`config.mk`:
```
export PLATFORM = sky130hd
export DESIGN_NAME = rv32_branch_core
export DESIGN_NICKNAME = d
export VERILOG_FILES = /design/src/rtl/rv32_branch_core.sv
export SDC_FILE = /design/constraint.sdc
export NUM_CORES = 2
export LEC_CHECK = 0
export BUFFER_PORTS_ARGS = -buffer_cell sky130_fd_sc_hd__buf_2
export CORE_MARGIN = 2
export CORE_UTILIZATION = 45
export CTS_BUF_LIST = sky130_fd_sc_hd__clkbuf_8
export CTS_CLUSTER_SIZE = 24
export DETAILED_ROUTE_END_ITERATION = 6
export GPL_ROUTABILITY_DRIVEN = 0
export PLACE_DENSITY = 0.56
export SYNTH_ARGS = -nofsm -noshare
export SYNTH_HDL_FRONTEND = slang
export SYNTH_SLANG_ARGS = --single-unit
```
`constraint.sdc`:
```
create_clock -name clk -period 14.79 [get_ports clk]
set_input_delay 0 -clock clk [delete_from_list [all_inputs] [get_ports clk]]
set_output_delay 0 -clock clk [all_outputs]
set_load 0.05 [all_outputs]
```
`src/rtl/rv32_branch_core.sv`:
```
// rv32_branch_core
//   Multi-cycle RV32 subset core: ADD/SUB/ADDI/JAL, the six conditional
//   branches, and ECALL as halt. The core publishes one trace record per
//   retired instruction on a valid/ready port and stalls while the consumer
//   holds trace_ready low.
//
//   Ports
//     clk, reset        clock; synchronous active-high reset
//     imem_we/waddr/wdata  program load; accepted only in IDLE or HALT
//     run               starts execution (sampled in IDLE only)
//     busy, halted      status: FETCH/EXEC/TRACE, and HALT
//     illegal           sticky fault flag, set when HALT is entered on a fault
//     trace_*           retired-instruction record, valid/ready handshake
`timescale 1ns/1ps
module rv32_branch_core #(
    parameter int          IMEM_WORDS = 64,
    parameter int          NREGS      = 32,
    parameter logic [31:0] RESET_PC   = 32'h0,
    localparam int         AW         = $clog2(IMEM_WORDS)
) (
    input  logic          clk,
    input  logic          reset,
    input  logic          imem_we,
    input  logic [AW-1:0] imem_waddr,
    input  logic [31:0]   imem_wdata,
    input  logic          run,
    output logic          busy,
    output logic          halted,
    output logic          illegal,
    output logic          trace_valid,
    input  logic          trace_ready,
    output logic [31:0]   trace_pc,
    output logic [31:0]   trace_pc_next,
    output logic [31:0]   trace_rs1_val,
    output logic [31:0]   trace_rs2_val,
    output logic [31:0]   trace_imm,
    output logic          trace_is_branch,
    output logic          trace_taken,
    output logic [2:0]    trace_funct3
);

    localparam logic [2:0] S_IDLE  = 3'd0;
    localparam logic [2:0] S_FETCH = 3'd1;
    localparam logic [2:0] S_EXEC  = 3'd2;
    localparam logic [2:0] S_TRACE = 3'd3;
    localparam logic [2:0] S_HALT  = 3'd4;

    localparam logic [6:0] OP_BRANCH = 7'b1100011;
    localparam logic [6:0] OP_IMM    = 7'b0010011;
    localparam logic [6:0] OP_REG    = 7'b0110011;
    localparam logic [6:0] OP_JAL    = 7'b1101111;
    localparam logic [6:0] OP_SYSTEM = 7'b1110011;

    // First byte address past the end of instruction memory.
    localparam logic [32:0] PC_LIMIT = 33'(IMEM_WORDS) * 33'd4;

    logic [2:0]  state_q, state_d;
    logic [31:0] pc_q;
    logic [31:0] ir_q;
    logic [31:0] rf_q [32];
    logic [31:0] imem [IMEM_WORDS];
    logic        illegal_q;
    logic        halt_pend_q;   // record in flight is ECALL or a fault
    logic        fault_pend_q;  // record in flight is a fault

    logic        trace_valid_q;
    logic [31:0] trace_pc_q, trace_pc_next_q, trace_rs1_q, trace_rs2_q, trace_imm_q;
    logic        trace_br_q, trace_tk_q;
    logic [2:0]  trace_f3_q;

    // ---------------- decode / execute ----------------
    logic [6:0]  opcode, funct7;
    logic [2:0]  funct3;
    logic [4:0]  rd, rs1, rs2;
    logic [31:0] imm_i, imm_b, imm_j;
    logic [31:0] a, b;

    logic        legal, ecall, is_br, taken, use1, use2, wr_en;
    logic [31:0] imm, wr_val, rs1_val, rs2_val, pc_next;

    assign opcode = ir_q[6:0];
    assign funct3 = ir_q[14:12];
    assign funct7 = ir_q[31:25];
    assign rd     = ir_q[11:7];
    assign rs1    = ir_q[19:15];
    assign rs2    = ir_q[24:20];
    assign imm_i  = {{20{ir_q[31]}}, ir_q[31:20]};
    assign imm_b  = {{19{ir_q[31]}}, ir_q[31], ir_q[7], ir_q[30:25], ir_q[11:8], 1'b0};
    assign imm_j  = {{11{ir_q[31]}}, ir_q[31], ir_q[19:12], ir_q[20], ir_q[30:21], 1'b0};
    assign a      = (rs1 == 5'd0) ? '0 : rf_q[rs1];
    assign b      = (rs2 == 5'd0) ? '0 : rf_q[rs2];

    function automatic logic reg_ok(input logic [4:0] idx);
        return {27'b0, idx} < NREGS;
    endfunction

    always_comb begin
        legal  = 1'b0;
        ecall  = 1'b0;
        is_br  = 1'b0;
        taken  = 1'b0;
        use1   = 1'b0;
        use2   = 1'b0;
        wr_en  = 1'b0;
        imm    = '0;
        wr_val = '0;
        case (opcode)
            OP_BRANCH: begin
                if (funct3 != 3'b010 && funct3 != 3'b011) begin
                    legal = 1'b1;
                    is_br = 1'b1;
                    use1  = 1'b1;
                    use2  = 1'b1;
                    imm   = imm_b;
                    case (funct3)
                        3'b000:  taken = (a == b);
                        3'b001:  taken = (a != b);
                        3'b100:  taken = ($signed(a) <  $signed(b));
                        3'b101:  taken = ($signed(a) >= $signed(b));
                        3'b110:  taken = (a <  b);
                        3'b111:  taken = (a >= b);
                        default: taken = 1'b0;
                    endcase
                end
            end
            OP_IMM: begin
                if (funct3 == 3'b000) begin
                    legal  = 1'b1;
                    use1   = 1'b1;
                    imm    = imm_i;
                    wr_en  = 1'b1;
                    wr_val = a + imm_i;
                end
            end
            OP_REG: begin
                if (funct3 == 3'b000 && (funct7 == 7'b0000000 || funct7 == 7'b0100000)) begin
                    legal  = 1'b1;
                    use1   = 1'b1;
                    use2   = 1'b1;
                    wr_en  = 1'b1;
                    wr_val = funct7[5] ? (a - b) : (a + b);
                end
            end
            OP_JAL: begin
                legal  = 1'b1;
                taken  = 1'b1;
                imm    = imm_j;
                wr_en  = 1'b1;
                wr_val = pc_q + 32'd4;
            end
            OP_SYSTEM: begin
                if (ir_q == 32'h0000_0073) begin
                    legal = 1'b1;
                    ecall = 1'b1;
                end
            end
            default: legal = 1'b0;
        endcase

        // A register index outside the implemented file makes the whole
        // instruction illegal, so only indices that are actually used count.
        if (legal && ((use1 && !reg_ok(rs1)) || (use2 && !reg_ok(rs2)) ||
                      (wr_en && !reg_ok(rd))))
            legal = 1'b0;

        if (!legal) begin
            is_br = 1'b0;
            taken = 1'b0;
            use1  = 1'b0;
            use2  = 1'b0;
            wr_en = 1'b0;
            imm   = '0;
        end

        rs1_val = use1 ? a : '0;
        rs2_val = use2 ? b : '0;

        if (!legal || ecall)
            pc_next = pc_q;
        else if (taken)
            pc_next = pc_q + imm;
        else
            pc_next = pc_q + 32'd4;
    end

    // ---------------- control ----------------
    logic fetch_fault;
    assign fetch_fault = ({1'b0, pc_q} >= PC_LIMIT) || (pc_q[1:0] != 2'b00);

    always_comb begin
        state_d = state_q;
        case (state_q)
            S_IDLE:  if (run) state_d = S_FETCH;
            S_FETCH: state_d = fetch_fault ? S_HALT : S_EXEC;
            S_EXEC:  state_d = S_TRACE;
            S_TRACE: if (trace_ready) state_d = halt_pend_q ? S_HALT : S_FETCH;
            S_HALT:  state_d = S_HALT;
            default: state_d = S_IDLE;
        endcase
    end

    always_ff @(posedge clk) begin
        if (reset) begin
            state_q         <= S_IDLE;
            pc_q            <= RESET_PC;
            ir_q            <= '0;
            illegal_q       <= 1'b0;
            halt_pend_q     <= 1'b0;
            fault_pend_q    <= 1'b0;
            trace_valid_q   <= 1'b0;
            trace_pc_q      <= '0;
            trace_pc_next_q <= '0;
            trace_rs1_q     <= '0;
            trace_rs2_q     <= '0;
            trace_imm_q     <= '0;
            trace_br_q      <= 1'b0;
            trace_tk_q      <= 1'b0;
            trace_f3_q      <= '0;
            for (int unsigned i = 0; i < 32; i++) rf_q[i] <= '0;
        end else begin
            state_q <= state_d;
            case (state_q)
                S_FETCH: begin
                    if (fetch_fault) illegal_q <= 1'b1;
                    else             ir_q      <= imem[pc_q[AW+1:2]];
                end
                S_EXEC: begin
                    if (wr_en && rd != 5'd0) rf_q[rd] <= wr_val;
                    trace_valid_q   <= 1'b1;
                    trace_pc_q      <= pc_q;
                    trace_pc_next_q <= pc_next;
                    trace_rs1_q     <= rs1_val;
                    trace_rs2_q     <= rs2_val;
                    trace_imm_q     <= imm;
                    trace_br_q      <= is_br;
                    trace_tk_q      <= taken;
                    trace_f3_q      <= funct3;
                    halt_pend_q     <= ecall || !legal;
                    fault_pend_q    <= !legal;
                end
                S_TRACE: begin
                    if (trace_ready) begin
                        trace_valid_q <= 1'b0;
                        pc_q          <= trace_pc_next_q;
                        if (fault_pend_q) illegal_q <= 1'b1;
                    end
                end
                default: ;
            endcase
        end
    end

    // Program memory has no reset so a loaded program survives reset.
    always_ff @(posedge clk) begin
        if (imem_we && (state_q == S_IDLE || state_q == S_HALT))
            imem[imem_waddr] <= imem_wdata;
    end

    assign busy            = (state_q == S_FETCH) || (state_q == S_EXEC) || (state_q == S_TRACE);
    assign halted          = (state_q == S_HALT);
    assign illegal         = illegal_q;
    assign trace_valid     = trace_valid_q;
    assign trace_pc        = trace_pc_q;
    assign trace_pc_next   = trace_pc_next_q;
    assign trace_rs1_val   = trace_rs1_q;
    assign trace_rs2_val   = trace_rs2_q;
    assign trace_imm       = trace_imm_q;
    assign trace_is_branch = trace_br_q;
    assign trace_taken     = trace_tk_q;
    assign trace_funct3    = trace_f3_q;

endmodule

```
# Word-level counts from Yosys, hierarchy flattened
# Memory sizes are Yosys's and may differ from the RTL's. A register that Yosys moved wholly into a read port is not among the register bits.
# Cells that the tools add are included.
[word_totals]
n_memories = 2
elab_cells = 131
regBits = 204
mem_bits_rw = 3072
[memory_table]
columns = ["name", "words", "word_bits", "read_ports", "rd_clocked_by_memory_dff", "wr", "line", "rtl"]
rows = [
  ["imem", 64, 32, 1, 1, 1, "61", "logic [31:0] imem [IMEM_WORDS];"],
  ["rf_q", 32, 32, 2, 0, 32, "60", "logic [31:0] rf_q [32];"],
]
[op_classes]
n_lt_le_gt_ge = 5
bitwise_logic = 1
reduce_logical = 26
addsub = 5
eq_ne = 24
n_mux = 54
[ops]
columns = ["cell", "n"]
rows = [
  ["$mux 32", 13],
  ["$pmux 32 s3", 2],
  ["$add 32x32->32", 3],
  ["$ge 32x32->1", 2],
  ["$lt 32x32->1", 2],
  ["$add 32x3->32 const B", 1],
  ["$eq 32x32->1", 1],
  ["$eq 32x7->1 const B", 1],
  ["$ge 32x9->1 const B", 1],
  ["$ne 32x32->1", 1],
  ["$reduce_or 32->1", 1],
  ["$sub 32x32->32", 1],
  ["$mux 1", 25],
  ["$eq 7x7->1 const B", 3],
  ["$eq 3x3->1 const B", 5],
  ["$pmux 3 s5", 1],
  ["$eq 7x6->1 const B", 2],
  ["$mux 3", 4],
  ["$logic_not 5->1", 2],
  ["$ne 2x2->1 const B", 4],
  ["$pmux 1 s2", 4],
  ["$reduce_and 2->1", 4],
  ["$eq 7x5->1 const B", 1],
  ["$logic_not 7->1", 1],
  ["other kinds (15)", 30],
]

# Longest topological paths before layout
[logic_depth]
word_depth = 13
ltp_mapped = 25

# Worst setup path before layout
# Ideal clock, no wire load.
[synth_timing]
path_kind = "reg2reg"
from = "register ir_q[15], read port of imem"
to = "memory rf_q[10][27] (data pin)"
period_less_slack_ps = 5686
t_arrival_ps = 5420
n_path_buf = 5
stages_incl_launch_ff = 21
path_slack_ps = 9104
t_required_ps = 14524
setup_ps = 266
path_cell_list = "dfxtp_1 -> buf_2 -> buf_2 -> buf_2 -> buf_1 -> mux4_2 -> mux4_2 -> mux2i_1 -> nor2_1 -> ha_1 -> nand2_1 -> a211o_1 -> a211oi_1 -> o2111ai_1 -> a2111o_1 -> a21oi_1 -> o21ai_0 -> mux2i_1 -> a211oi_1 -> clkbuf_1 -> nor2_1"
[synth_rtl]
columns = ["element", "line", "rtl"]
rows = [
  ["start, declared", "59", "logic [31:0] ir_q;"],
  ["end, declared", "60", ""],
]

# Worst setup path in the final report
[layout_timing]
from = "register ir_q[20], read port of imem"
to = "register trace_pc_next_q[23], in the netlist trace_pc_next[23]"
[layout_between]
elab_chain_len = 9
elab_cells_between_ends = 25
classes_between = "add/sub: 1; order compare: 4; eq/ne: 3; mux: 13; reduce/logical: 3; memory: 1"
[layout_rtl]
columns = ["element", "line", "rtl"]
rows = [
  ["$mem_v2 32x32 / $logic_not 5->1 (equally long branches)", "--", ""],
  ["$mux 32", "91", "assign b = (rs2 == 5'd0) ? '0 : rf_q[rs2];"],
  ["$ge 32x32->1 (tied with other cells)", "121", "3'b111: taken = (a >= b);"],
  ["$pmux 1 s6", "115", "case (funct3)"],
  ["$mux 1", "109", "if (funct3 != 3'b010 && funct3 != 3'b011) begin"],
  ["$pmux 1 s2", "107", "case (opcode)"],
  ["$mux 1", "166", "if (!legal) begin"],
  ["$mux 32", "180", "else if (taken)"],
  ["$mux 32 *", "178", "if (!legal || ecall)"],
  ["end signal, assigned", "231", "trace_pc_next_q <= pc_next;"],
  ["end, declared", "67", "logic [31:0] trace_pc_q, trace_pc_next_q, trace_rs1_q, trace_rs2_q, trace_imm_q;"],
]
# Every way passes the cells marked *; elsewhere a longest branch is shown, timed or not.
# A chain may end at the register's enable or synchronous reset.

==> flow_summary.yaml <==
floorplan:
  die_area_um2: 328800
  rows: 209
  ios: 212
  coreArea_um2: 323500
  fp.dieH_um: 573.4
  start_util: 0.4510
  dieWidth_um: 573.4
cts:
  postCtsResizedCells: 0
  clk_latency_ns: 1.22
  clockRootBuffer: "clkbuf_8"
  clkTransAtPathRegs_ns: 0.06
  h-tree-depth: 6
  cts_tree: "built"
  holdBufCountCts: 53
  clock_path_buffers: 4
  post_cts_buffers: 0
  cts_inserted_buffers: 560
  clkSinkCount: 3297
yosys:
  postSynth.asyncResetShare: 0
  synth_top_cell_by_area: "edfxtp_1"
  synthTopCellsByArea: "edfxtp_1 (63%), mux4_2 (19%), nor2_1 (3.4%), dfxtp_1 (3.1%), clkbuf_1 (1.2%)"
  synth.yosys.warnings: 0
  synth_top_flop_cell: "edfxtp_1"
  synthCells: 8534
  synth_top_area_share: 0.6323
  synth_edf_count: 3072
  synth_area_um2: 145900
  syn_avg_cell_area_um2: 17.10
  ys_types: 98
  yosysSeqAreaShare: 0.6632
  ys_ff_latch: 3297
power_and_ir_drop:
  leakagePower_nw: 52.17
  p_per_area_nw_per_um2: 124.2
  peakVddDrop_mv: 0.08933
place:
  place_inst: 12659
  port_buffers: 211
  hpwl_um: 285900
  post-place-ws_ns: 6.325
finish:
  layout_commonest_cell: "edfxtp_1"
  drive_gt1_frac: 0.2794
  layout_common_cells: "edfxtp_1 (3,072), mux4_2 (1,262), nor2_1 (1,248), clkbuf_8 (587), nand2_1 (341)"
  fin_nets: 9123
  syn2layout_area_growth_pct: 12.17
  fin_cells: 13722
detailed_routing:
  drt_iter0_markers: 12020
  wire_per_inst_um: 35.50
  drt_pass1_iterations: 7
  vias_per_cell: 6.408
  antenna_left: 0
  wl_um: 487100
  drc: 0
  vias: 87932
worst_setup_path:
  required_ns: 15.88
  path_delay_family: "compound AO/OA/AOI/OAI gates"
  cp.arrival_ns: 9.74
  max_stage_delay_ns: 0.88
  slowest_stage: "a211oi_1"
  path_class: "reg -> reg"
  cp_cell_sequence: "buf_12 -> buf_4 -> mux4_2 -> mux4_2 -> a22oi_1 -> ha_1 -> nand4_1 -> nor4_1 -> nand2_1 -> a211oi_1 -> nor4_1 -> a2111o_1 -> nor2_2 -> buf_4 -> mux2_2 -> o21ai_0"
  cp-start-kind: "flip-flop"
  crit_buf_inv: 3
  worstPathMaxFanout: 99
  crit_path_end_kind: "flip-flop"
global_route:
  grt_pass1_wl_um: 679500
  grt_antenna_before_repair: 32
  grt_max_degree: 100
  overflow: 0
  grtUsageTotal: 0.2929
  grt_pass1_vias: 88183
sta:
  finalCritPeriodShare: 0.5849
  slew_headroom: 0.1400
  tns_ns: 0
  setup_slack_ns: 6.139
  max_freq_mhz: 115.6
  rsz0062_at_grt: "false"
  whs_ns: 0.09779
  hold_violations: 0
  slew_violations: 0
  skew_ns: 0.09285
  setup_viol: 0
  post-route-min-period_ns: 8.651
  worstMarginPinSlew_ns: 1.290
min_path:
  hold_class: "in -> reg"
run:
  drv_cap: 0
status:
  status: "finished clean"
-- synthesized netlist by cell type (29+ instances only) --
master and n:
dfxtp_1 225, mux4_2 1262, ha_1 127, buf_2 85, a21o_1 41, a21oi_1 276, nor2_1 1320, nor3_1 49
nor2b_1 29, inv_1 91, o21ai_0 123, nand3_1 52, a22oi_1 92, xnor2_1 77, clkbuf_1 452, nand2b_1 51
buf_1 128, mux2i_1 92, nand2_1 372, a211oi_1 42, edfxtp_1 3072
-- worst min-delay path, stage by stage --
cell     delay [ns]
buf_2          0.13
nand3_1        0.68
nor2_4         0.26
-- area by class of cell --
cell class,instances,area (um^2)
sequential,3297,96810
fill,26755,159800
multi-input combinational,4499,47330
tap,4325,5411
inverter,91,341.6
antenna,19,47.55
timing repair buffer,500,3453
clock buffer,587,8079
clock inverter,404,2172
-- path summary, 6_finish.rpt --
kind | slack (ns) | cells after the start | endpoint | startpoint
worst max-delay path | 6.14 | 16 | trace_pc_next[23] | ir_q[20]
worst min-delay path | 0.1 | 3 | imem[23][19] | imem_waddr[2]
worst min register to register | 0.45 | 2 | trace_pc[22] | trace_pc[22]
worst max register to register | 6.14 | 16 | trace_pc_next[23] | ir_q[20]
-- registers in the layout, indices dropped and copies added, names as in the netlist, 3 cells and up --
name,flops
imem,2048
ir_q,32
pc_q,32
rf_q,1024
state_q,3
trace_funct3,3
trace_imm,21
trace_pc,32
trace_pc_next,32
trace_rs1_val,32
trace_rs2_val,32
-- routing by layer --
layer | vias to the layer above | wire [um] | track usage
li1 | 34950 | - | -
met1 | 46880 | 187900 | 0.4004
met2 | 5060 | 228300 | 0.4593
met3 | 1034 | 46430 | 0.05537
met4 | 8 | 24400 | 0.1315
met5 | - | 53 | 0
-- stage by stage --
| stage | cell area [um^2] | utilization | total power, mW |
|---|---|---|---|
| 2_1_floorplan | 146000 | - | 11.90 |
| 3_3_place_gp | 152800 | 0.4724 | 12.73 |
| 3_5_place_dp | 152800 | 0.4724 | 12.75 |
| 4_1_cts | 163600 | 0.5058 | 20.38 |
| 5_1_grt | 163600 | 0.5058 | 20.91 |
| 6_report | 163700 | 0.5059 | 20.32 |
-- kinds of logic (layout without fill, tap and decap cells) --
family                   Yosys count  in the layout  share of synthesized area
AO/OA/AOI/OAI                    838            838                    0.03798
multiplexers                    1378           1378                     0.2030
AND/OR/NAND/NOR                 2016           2016                    0.05725
buffers and inverters            769           1582                    0.02090
other                              1             51                 0.00002570
flip-flops                      3297           3297                     0.6632
XOR/XNOR                         104            104                   0.006244
adder cells (fa/ha/maj)          131            131                    0.01144
-- report_power, final --
part / switching, mW / internal, mW
registers: 0.116 / 10.3
clock network: 3.85 / 3.83
logic: 1.45 / 0.745
total: 5.41 / 14.9
Note: power is estimated with default switching activity, not from simulation.
